## src/rtl/vga_timing_if.sv

```systemverilog
// Pixel-side bundle between the VGA timing controller and its
// pixel generator / DAC pins.
interface vga_timing_if;
   logic [15:0] rgb_data;
   logic [11:0] addr_h;
   logic [11:0] addr_v;
   logic        hsync;
   logic        vsync;
   logic        de;
   logic [15:0] rgb_out;
   logic        frame_start;

   modport master (
      input  rgb_data,
      output addr_h, addr_v, hsync, vsync, de, rgb_out, frame_start
   );

   modport slave (
      output rgb_data,
      input  addr_h, addr_v, hsync, vsync, de, rgb_out, frame_start
   );
endinterface

```

## src/rtl/vga_timing_ctrl.sv

```systemverilog
// 640x480@60 raster timing with prefetch-aligned pixel requests
// and registered, pipeline-aligned VGA outputs.
module vga_timing_ctrl #(
   parameter int H_SYNC   = 96,
   parameter int H_BACK   = 48,
   parameter int H_ACTIVE = 640,
   parameter int H_FRONT  = 16,
   parameter int V_SYNC   = 2,
   parameter int V_BACK   = 33,
   parameter int V_ACTIVE = 480,
   parameter int V_FRONT  = 10,
   parameter int PREFETCH = 1,
   parameter bit SYNC_POL = 1'b0
) (
   input logic          vga_clk,
   input logic          rst,
   vga_timing_if.master vga
);
   localparam int H_TOTAL = H_SYNC + H_BACK + H_ACTIVE + H_FRONT;
   localparam int V_TOTAL = V_SYNC + V_BACK + V_ACTIVE + V_FRONT;
   localparam int HS      = H_SYNC + H_BACK;

   localparam logic [11:0] H_LAST = 12'(H_TOTAL - 1);
   localparam logic [11:0] V_LAST = 12'(V_TOTAL - 1);
   localparam logic [11:0] H_SW   = 12'(H_SYNC);
   localparam logic [11:0] V_SW   = 12'(V_SYNC);
   localparam logic [11:0] RQ_H0  = 12'(HS - PREFETCH);
   localparam logic [11:0] RQ_H1  = 12'(HS - PREFETCH + H_ACTIVE - 1);
   localparam logic [11:0] RQ_V0  = 12'(V_SYNC + V_BACK);
   localparam logic [11:0] RQ_V1  = 12'(V_SYNC + V_BACK + V_ACTIVE - 1);

   typedef struct packed {
      logic hs;
      logic vs;
      logic de;
      logic fs;
   } side_t;

   localparam side_t SIDE_RST = '{
      hs: ~SYNC_POL, vs: ~SYNC_POL, de: 1'b0, fs: 1'b0
   };

   logic [11:0] h_cnt_q, h_cnt_d;
   logic [11:0] v_cnt_q, v_cnt_d;
   logic        req_valid;
   logic        req_dly;
   side_t       side_raw;
   side_t       dl_q [PREFETCH+1];
   logic [15:0] rgb_q;

   // Raster position: h wraps every line, v advances on h wrap.
   always_comb begin
      h_cnt_d = h_cnt_q + 12'd1;
      v_cnt_d = v_cnt_q;
      if (h_cnt_q == H_LAST) begin
         h_cnt_d = '0;
         v_cnt_d = (v_cnt_q == V_LAST) ? '0 : v_cnt_q + 12'd1;
      end
   end

   // Counter registers.
   always_ff @(posedge vga_clk or posedge rst) begin
      if (rst) begin
         h_cnt_q <= '0;
         v_cnt_q <= '0;
      end else begin
         h_cnt_q <= h_cnt_d;
         v_cnt_q <= v_cnt_d;
      end
   end

   // The request window leads the visible area by PREFETCH clocks,
   // so it doubles as the raw display-enable once delayed.
   always_comb begin
      req_valid = (v_cnt_q >= RQ_V0) && (v_cnt_q <= RQ_V1) &&
                  (h_cnt_q >= RQ_H0) && (h_cnt_q <= RQ_H1);
      side_raw.hs = (h_cnt_q < H_SW) ? SYNC_POL : ~SYNC_POL;
      side_raw.vs = (v_cnt_q < V_SW) ? SYNC_POL : ~SYNC_POL;
      side_raw.de = req_valid;
      side_raw.fs = (h_cnt_q == '0) && (v_cnt_q == '0);
   end

   assign vga.addr_h = req_valid ? (h_cnt_q - RQ_H0 + 12'd1) : '0;
   assign vga.addr_v = req_valid ? (v_cnt_q - RQ_V0 + 12'd1) : '0;

   // Sideband delay line, PREFETCH+1 deep, lines up with rgb_out.
   always_ff @(posedge vga_clk or posedge rst) begin
      if (rst) begin
         for (int k = 0; k <= PREFETCH; k++) dl_q[k] <= SIDE_RST;
      end else begin
         dl_q[0] <= side_raw;
         for (int k = 1; k <= PREFETCH; k++) dl_q[k] <= dl_q[k-1];
      end
   end

   generate
      if (PREFETCH == 0) begin : g_req_now
         assign req_dly = req_valid;
      end else begin : g_req_pipe
         logic [PREFETCH-1:0] req_q;
         // Request qualifier delayed to the rgb_data capture cycle.
         always_ff @(posedge vga_clk or posedge rst) begin
            if (rst) begin
               req_q <= '0;
            end else begin
               req_q[0] <= req_valid;
               for (int k = 1; k < PREFETCH; k++) req_q[k] <= req_q[k-1];
            end
         end
         assign req_dly = req_q[PREFETCH-1];
      end
   endgenerate

   // Capture generator pixel only for in-window requests.
   always_ff @(posedge vga_clk or posedge rst) begin
      if (rst) rgb_q <= '0;
      else     rgb_q <= req_dly ? vga.rgb_data : 16'd0;
   end

   assign vga.hsync       = dl_q[PREFETCH].hs;
   assign vga.vsync       = dl_q[PREFETCH].vs;
   assign vga.de          = dl_q[PREFETCH].de;
   assign vga.frame_start = dl_q[PREFETCH].fs;
   assign vga.rgb_out     = rgb_q;
endmodule

```

## src/flat_wrapper.sv

```systemverilog
// flat-port wrapper written by rule: the top's interface ports become plain ports
module vga_timing_ctrl_flat 
#(
   parameter int H_SYNC   = 96,
   parameter int H_BACK   = 48,
   parameter int H_ACTIVE = 640,
   parameter int H_FRONT  = 16,
   parameter int V_SYNC   = 2,
   parameter int V_BACK   = 33,
   parameter int V_ACTIVE = 480,
   parameter int V_FRONT  = 10,
   parameter int PREFETCH = 1,
   parameter bit SYNC_POL = 1'b0
)
  (vga_clk, rst, vga_rgb_data, vga_addr_h, vga_addr_v, vga_hsync, vga_vsync, vga_de, vga_rgb_out, vga_frame_start);
  vga_timing_if vga_i ();
  input logic vga_clk;
  input logic rst;
  input wire logic [$bits(vga_i.rgb_data)-1:0] vga_rgb_data;
  output wire logic [$bits(vga_i.addr_h)-1:0] vga_addr_h;
  output wire logic [$bits(vga_i.addr_v)-1:0] vga_addr_v;
  output wire logic [$bits(vga_i.hsync)-1:0] vga_hsync;
  output wire logic [$bits(vga_i.vsync)-1:0] vga_vsync;
  output wire logic [$bits(vga_i.de)-1:0] vga_de;
  output wire logic [$bits(vga_i.rgb_out)-1:0] vga_rgb_out;
  output wire logic [$bits(vga_i.frame_start)-1:0] vga_frame_start;
  assign vga_i.rgb_data = vga_rgb_data;
  assign vga_addr_h = vga_i.addr_h;
  assign vga_addr_v = vga_i.addr_v;
  assign vga_hsync = vga_i.hsync;
  assign vga_vsync = vga_i.vsync;
  assign vga_de = vga_i.de;
  assign vga_rgb_out = vga_i.rgb_out;
  assign vga_frame_start = vga_i.frame_start;
  vga_timing_ctrl #(.H_SYNC(H_SYNC), .H_BACK(H_BACK), .H_ACTIVE(H_ACTIVE), .H_FRONT(H_FRONT), .V_SYNC(V_SYNC), .V_BACK(V_BACK), .V_ACTIVE(V_ACTIVE), .V_FRONT(V_FRONT), .PREFETCH(PREFETCH), .SYNC_POL(SYNC_POL)) u_core (.vga_clk(vga_clk), .rst(rst), .vga(vga_i));
endmodule
```

## config.mk

```make
export PLATFORM = sky130hd
export DESIGN_NAME = vga_timing_ctrl_flat
export DESIGN_NICKNAME = d
export VERILOG_FILES = /design/src/rtl/vga_timing_if.sv /design/src/rtl/vga_timing_ctrl.sv /design/src/flat_wrapper.sv
export SDC_FILE = /design/constraint.sdc
export NUM_CORES = 1
export LEC_CHECK = 0
export ABC_AREA = 1
export CORE_MARGIN = 5
export CORE_UTILIZATION = 46
export CTS_CLUSTER_SIZE = 40
export DETAILED_ROUTE_END_ITERATION = 8
export PLACE_DENSITY = 0.76
export SLEW_MARGIN = 40
export SYNTH_ARGS = -nofsm -noshare
export SYNTH_HDL_FRONTEND = slang
export SYNTH_SLANG_ARGS = --single-unit
export TNS_END_PERCENT = 20
```

## constraint.sdc

```tcl
create_clock -name vga_clk -period 1.85 [get_ports vga_clk]
set_input_delay 0.37 -clock vga_clk [delete_from_list [all_inputs] [get_ports vga_clk]]
set_output_delay 0.37 -clock vga_clk [all_outputs]
set_load 0.01 [all_outputs]
```

==> results of run 1 <==
placed cells by master, fill, tap and decap left out, types with 2 or more instances in the layout:
cell type,netlist,final
inv_2,1,5
buf_6,6,2
a21oi_1,5,4
xnor2_1,3,3
ha_4,0,2
ha_2,0,2
dfstp_2,4,4
inv_1,53,49
nor2_4,5,8
nor2_1,46,39
clkbuf_2,1,16
clkbuf_8,0,5
clkbuf_16,0,2
nand3_1,16,16
nor2_2,19,23
xor2_1,23,21
nand4_1,9,9
ha_1,8,4
nand2_2,2,7
clkdlybuf4s50_1,0,37
nor3_1,9,9
o21ai_0,14,13
a21oi_2,1,2
buf_12,0,3
buf_4,5,64
nand2_1,73,68
buf_2,3,6
dfrtp_1,44,43
xor2_2,0,2
registers in the layout (all words and copies together) (netlist names):
| signal | cells |
|---|---|
| u_core.v_cnt_q | 12 |
| u_core.vga.hsync | 1 |
| u_core.vga.frame_start | 1 |
| u_core.h_cnt_q | 12 |
| u_core.vga.de | 1 |
| u_core.dl_q | 4 |
| u_core.vga.rgb_out | 16 |
| u_core.vga.vsync | 1 |
worst paths after layout:
check | start | end | slack (ps) | depth (start not counted)
max in group asynchronous | rst | u_core.vga.vsync | 1160 | 3
setup / recovery | u_core.h_cnt_q[1] | vga_addr_h[11] | -490 | 9
hold reg to reg | u_core.dl_q[4] | u_core.vga.frame_start | 360 | 0
hold / removal | u_core.dl_q[4] | u_core.vga.frame_start | 360 | 0
min in group asynchronous | rst | u_core.v_cnt_q[7] | 410 | 3
setup reg to reg | u_core.v_cnt_q[1] | u_core.v_cnt_q[2] | 130 | 9
power by group:
part / leakage (nW) / internal [mW] / switching [mW] / total, mW
combinational: 1.58 / 0.0358 / 0.0265 / 0.0623
sequential: 0.640 / 1.05 / 0 / 1.05
clock: 0.0548 / 0.407 / 0.377 / 0.785
through the flow:
stage          hold slack [ps]  setup WS, ps  std cells
2_1_floorplan            331.2         14.02        357
3_3_place_gp             333.6        -474.3        541
3_5_place_dp             337.1        -516.4        541
4_1_cts                  359.0        -507.1        550
5_1_grt                  366.9        -616.6        553
6_report                 357.7        -489.3        553
metal layers:
metal	wire length (um)	share of wire, %	global-route usage [%]
met2	3805	51	34.08
met3	480	6.4	3.631
met5	0	0	0
met1	3140	42	24.34
met4	106	1.4	6.868
timing repair:
action / 4_1_cts / 5_1_grt
buffers inserted: 1 / 1
resized for setup: 53 / 59
pin swaps: 0 / 5
setup endpoints to repair: 24 / 26
cloned: 0 / 2
worst reg2reg max path, stage by stage, from the launching register on:
cell	delay, ps
dfrtp_2	460
inv_2	100
buf_4	120
buf_4	100
ha_1	140
inv_1	60
nor2_1	120
nand4_1	270
nand3_1	140
o21ai_0	100
logic make-up (layout without fill, tap and decap cells):
group,Yosys count,after routing,synth area share (%)
buffers and inverters,71,192,11.77
flip-flops,48,48,42.36
AO/OA/AOI/OAI,21,21,3.822
XOR/XNOR,26,26,7.997
adder cells (fa/ha/maj),8,8,3.515
AND/OR/NAND/NOR,183,183,30.54
cell type report:
type                            count  area [um^2]  area share, %
Sequential cell                    48         1207          29.33
Clock inverter                      3        46.29          1.125
Timing Repair Buffer              130         1094          26.57
Tap cell                           75        93.84          2.280
Clock buffer                        5        68.82          1.672
Multi-Input combinational cell    238         1404          34.10
Inverter                           54        202.7          4.924
==> flow_summary.toml, run 1 <==
[cts]
clkTransAtPathRegs_ps = 90
cts_tree = "yes"
clock_sinks = 48
cts_hold_buf = 0
root_buffer = "clkbuf_8"
clk_latency_ps = 310
cts_inserted_buffers = 5
h-tree-depth = 2
clk_path_buf_depth = 2

[critical_path]
worst_path_max_delay_cell = "dfrtp_1"
critPathMaxStageDelay_ps = 390
cp-end-kind = "output port"
crit_buf_inv = 2
cp_cell_sequence = "ha_2 -> nand2_1 -> nor2_1 -> nand2_1 -> nand2_1 -> nand4_4 -> clkbuf_16 -> nor2_1 -> buf_2"
path_max_fanout = 5
critPathRequiredTime_ps = 1480
arrival_ps = 1970
critical_path_class = "register to output port"
cp-start-kind = "register"
cpMostUsedCell = "nand2_1"
cp_top_family = "simple AND/OR/NAND/NOR gates"

[global_route]
antenna_found_initial = 0
grt_pass1_wl_um = 12120
grt_use_total_pct = 19.63
grt_pass1_vias = 2693
overflow = 0
grt_max_degree = 49

[place]
io_buffers = 61
place_area_um2 = 3945
hpwl_um = 5477
globalplace.congestion = 0.8975

[finish]
nNetsFinal = 503
area_growth_pct = 44.55
drive_gt1_share_pct = 33.47
final_area_um2 = 4116
antenna_cells = 0
nFillCells = 453
utilization_pct = 69.12

[route]
drtIter0Drc = 181
antenna_left = 0
drtPass1Iterations = 5
drt_wl_total_um = 7532
post_drt_wl_per_cell_um = 13.62
num_vias = 2702
vias_per_cell = 4.886
drc_errors = 0

[die]
die_x_um = 88.68
dieArea_um2 = 7864
die_y_um = 88.68
ios = 62
num_rows = 28
initial_utilization_pct = 47.82
core_area_um2 = 5956

[power]
p_per_area_nw_per_um2 = 460.5
power_mw = 1.896
ir_drop_mv = 0.3052
leakagePower_nw = 2.273

[timing]
slew_headroom_pct = 66.58
fin_skew_ps = 6.742
min_period_over_period_pct = 126.4
post-route-min-period_ps = 2339
max_clock_freq_ghz = 0.4275
setup-violations-final = 24
worstMarginPinSlew_ps = 501.3
rsz0062_at_grt = "true"
final-hold-violation-count = 0
layout_setup_ws_ps = -489.3
maxSlewViolCount = 0
fin_tns_setup_ps = -11240

[run_status]
run_status = "finished with violations"
violations = "setup timing"

[synth]
ys_async_sr_fraction_pct = 100.0
synth_top_area_share_pct = 38.66
synthFlopType = "dfrtp_1"
syn_nets = 383
synth_area_leader_cell = "dfrtp_1"
yosysWarnings = 0
synth_common_cells = "nand2_1, inv_1, nor2_1"
synth_edf_count = 0
synth.ff_latch_count = 48
synth_cell_types = 28
synthCells = 357
yosysSeqAreaShare_pct = 42.36
syn_area_um2 = 2848
synth_most_common_cell = "nand2_1"
synth_area_leaders = "dfrtp_1, nand2_1, xor2_1"
syn_avg_cell_area_um2 = 7.977

[job]
drv_cap = 0

[worst_hold_path]
hold_path.class = "register to register"
No activity file was read; power rests on OpenSTA's default activity.
==> run 2, diff against run 1 <==
GPL_ROUTABILITY_DRIVEN = 0   (was unset)
==> run 2 against run 1 <==
  * First-iteration DRC count down 35%
  * Power shrank 0.21%
  * Core utilization up 1.0 points
  * Critical path depth is 4 higher
  * Clock skew rose by 5.4 ps
  * The run still ends with setup timing left
  * Largest cell class unchanged
  * Flip-flop and latch count is the same
  * Register-to-register slack worse by 20 ps
  * Largest power group unchanged
==> flow_summary.toml, run 2 (synthesis results as in run 1) <==
[power]
clkPwrFrac_pct = 41.3
switching_share_pct = 21.12
combPwrFrac_pct = 3.3
p_per_area_nw_per_um2 = 452.9
power_mw = 1.892
leakagePower_nw = 2.262
seqPwrFrac_pct = 55.4
p_int_mw = 1.492
p_switching_mw = 0.3995
ir_drop_mv = 0.3050

[place]
place_area_um2 = 3938
io_buffers = 61
hpwl_um = 5238

[die]
initial_utilization_pct = 47.82
num_rows = 28
dieArea_um2 = 7864
die_x_um = 88.68
die_y_um = 88.68
ios = 62
core_area_um2 = 5956

[timing]
rsz0062_at_grt = "true"
fin_skew_ps = 12.10
layout_setup_ws_ps = -462.2
post-route-min-period_ps = 2312
min_period_over_period_pct = 125.0
maxSlewViolCount = 0
hold_slack_ps = 356.4
final-hold-violation-count = 0
worstMarginPinSlew_ps = 494.6
fin_tns_setup_ps = -10260
slew_headroom_pct = 67.03
setup-violations-final = 24
max_clock_freq_ghz = 0.4325

[run_status]
run_status = "finished with violations"
violations = "setup timing"

[worst_hold_path]
hold_path.class = "register to register"

[critical_path]
path_max_fanout = 3
worst_path_max_delay_cell = "dfrtp_1"
cp_cell_sequence = "inv_2 -> buf_4 -> buf_4 -> ha_2 -> nand2_1 -> nand2_2 -> nand2_2 -> nor2_4 -> nand2_1 -> nand2_1 -> nand2_1 -> nor2_1 -> buf_2"
crit_buf_inv = 4
cp_top_family = "simple AND/OR/NAND/NOR gates"
critPathMaxStageDelay_ps = 400
arrival_ps = 1940
cpMostUsedCell = "nand2_1"
cp-start-kind = "register"
critical_path_class = "register to output port"
cp-end-kind = "output port"
critPathRequiredTime_ps = 1480

[route]
vias_per_cell = 4.861
num_vias = 2683
drt_wl_total_um = 7369
drc_errors = 0
antenna_left = 0
post_drt_wl_per_cell_um = 13.35
drtPass1Iterations = 4
drtIter0Drc = 117

[cts]
clk_latency_ps = 300
cts_hold_buf = 0
h-tree-depth = 2
clkTransAtPathRegs_ps = 100
cts_inserted_buffers = 5
cts_tree = "yes"
clock_sinks = 48
clk_path_buf_depth = 2
root_buffer = "clkbuf_8"

[global_route]
grt_max_degree = 49
antenna_found_initial = 0
overflow = 0
grt_pass1_wl_um = 11970
grt_use_total_pct = 19.44
grt_pass1_vias = 2670

[finish]
nNetsFinal = 502
nFillCells = 459
final_cell_mix = "nand2_1, buf_4, inv_1"
final_area_um2 = 4177
largest_register_ffs = 16
area_growth_pct = 46.66
drive_gt1_share_pct = 33.33
antenna_cells = 0
final_common_cell = "nand2_1"

[job]
drv_cap = 0
[run 2: changes by cell type in the layout (fill, tap and decap cells not counted), sizes merged]
cell / previous run / this run
clkbuf: 23 / 5
buf: 75 / 92
[run 2: path summary, 6_finish.rpt]
kind                            slack, ps           endpoint         startpoint  cells after the start
max in group asynchronous            1150     u_core.dl_q[7]                rst                      3
worst min-delay path                  360   u_core.vga.hsync     u_core.dl_q[7]                      0
worst max-delay path                 -460     vga_addr_v[11]  u_core.v_cnt_q[2]                     13
worst max register to register        110  u_core.v_cnt_q[5]  u_core.h_cnt_q[1]                      7
worst min register to register        360   u_core.vga.hsync     u_core.dl_q[7]                      0
min in group asynchronous             420     u_core.dl_q[4]                rst                      3
[run 2: per-layer routing]
layer	routed length (um)	up-vias	GRT usage [%]
li1	-	1320	-
met1	3026	1278	23.56
met2	3787	74	35.56
met3	448	11	3.073
met4	106	0	5.220
met5	0	-	0
[run 2: power groups by stage]
stage                     sequential, mW  combinational (mW)  clock [mW]
final                               1.05              0.0617       0.781
after global routing                1.05              0.0692       0.853
after CTS                           1.05              0.0642       0.798
after detailed placement            1.07              0.0637           0
after global placement              1.07              0.0627           0
after floorplan                     1.07              0.0153           0
[run 2: per-stage QoR]
step                      setup slack (ps)  utilization (%)  instances
after floorplan                      14.02                -        357
after global placement              -453.3            66.11        540
after detailed placement            -474.1            66.11        540
after CTS                           -492.4            68.78        553
after global routing                -626.7            70.13        552
final                               -462.2            70.13        552
[run 2: area by class of cell]
class	instances	area, um^2	share of cell area [%]
Clock buffer	5	68.82	1.648
Tap cell	75	93.84	2.247
Sequential cell	48	1209	28.94
Timing Repair Buffer	129	1112	26.63
Multi-Input combinational cell	238	1444	34.57
Clock inverter	3	46.29	1.108
Inverter	54	202.7	4.853
[run 2: timing repair]
action / 4_1_cts / 5_1_grt
pin swaps: 5 / 13
gates resized for setup: 120 / 32
gates cloned: 1 / 0
setup buffers: 5 / 1
endpoints found under the setup margin: 26 / 34
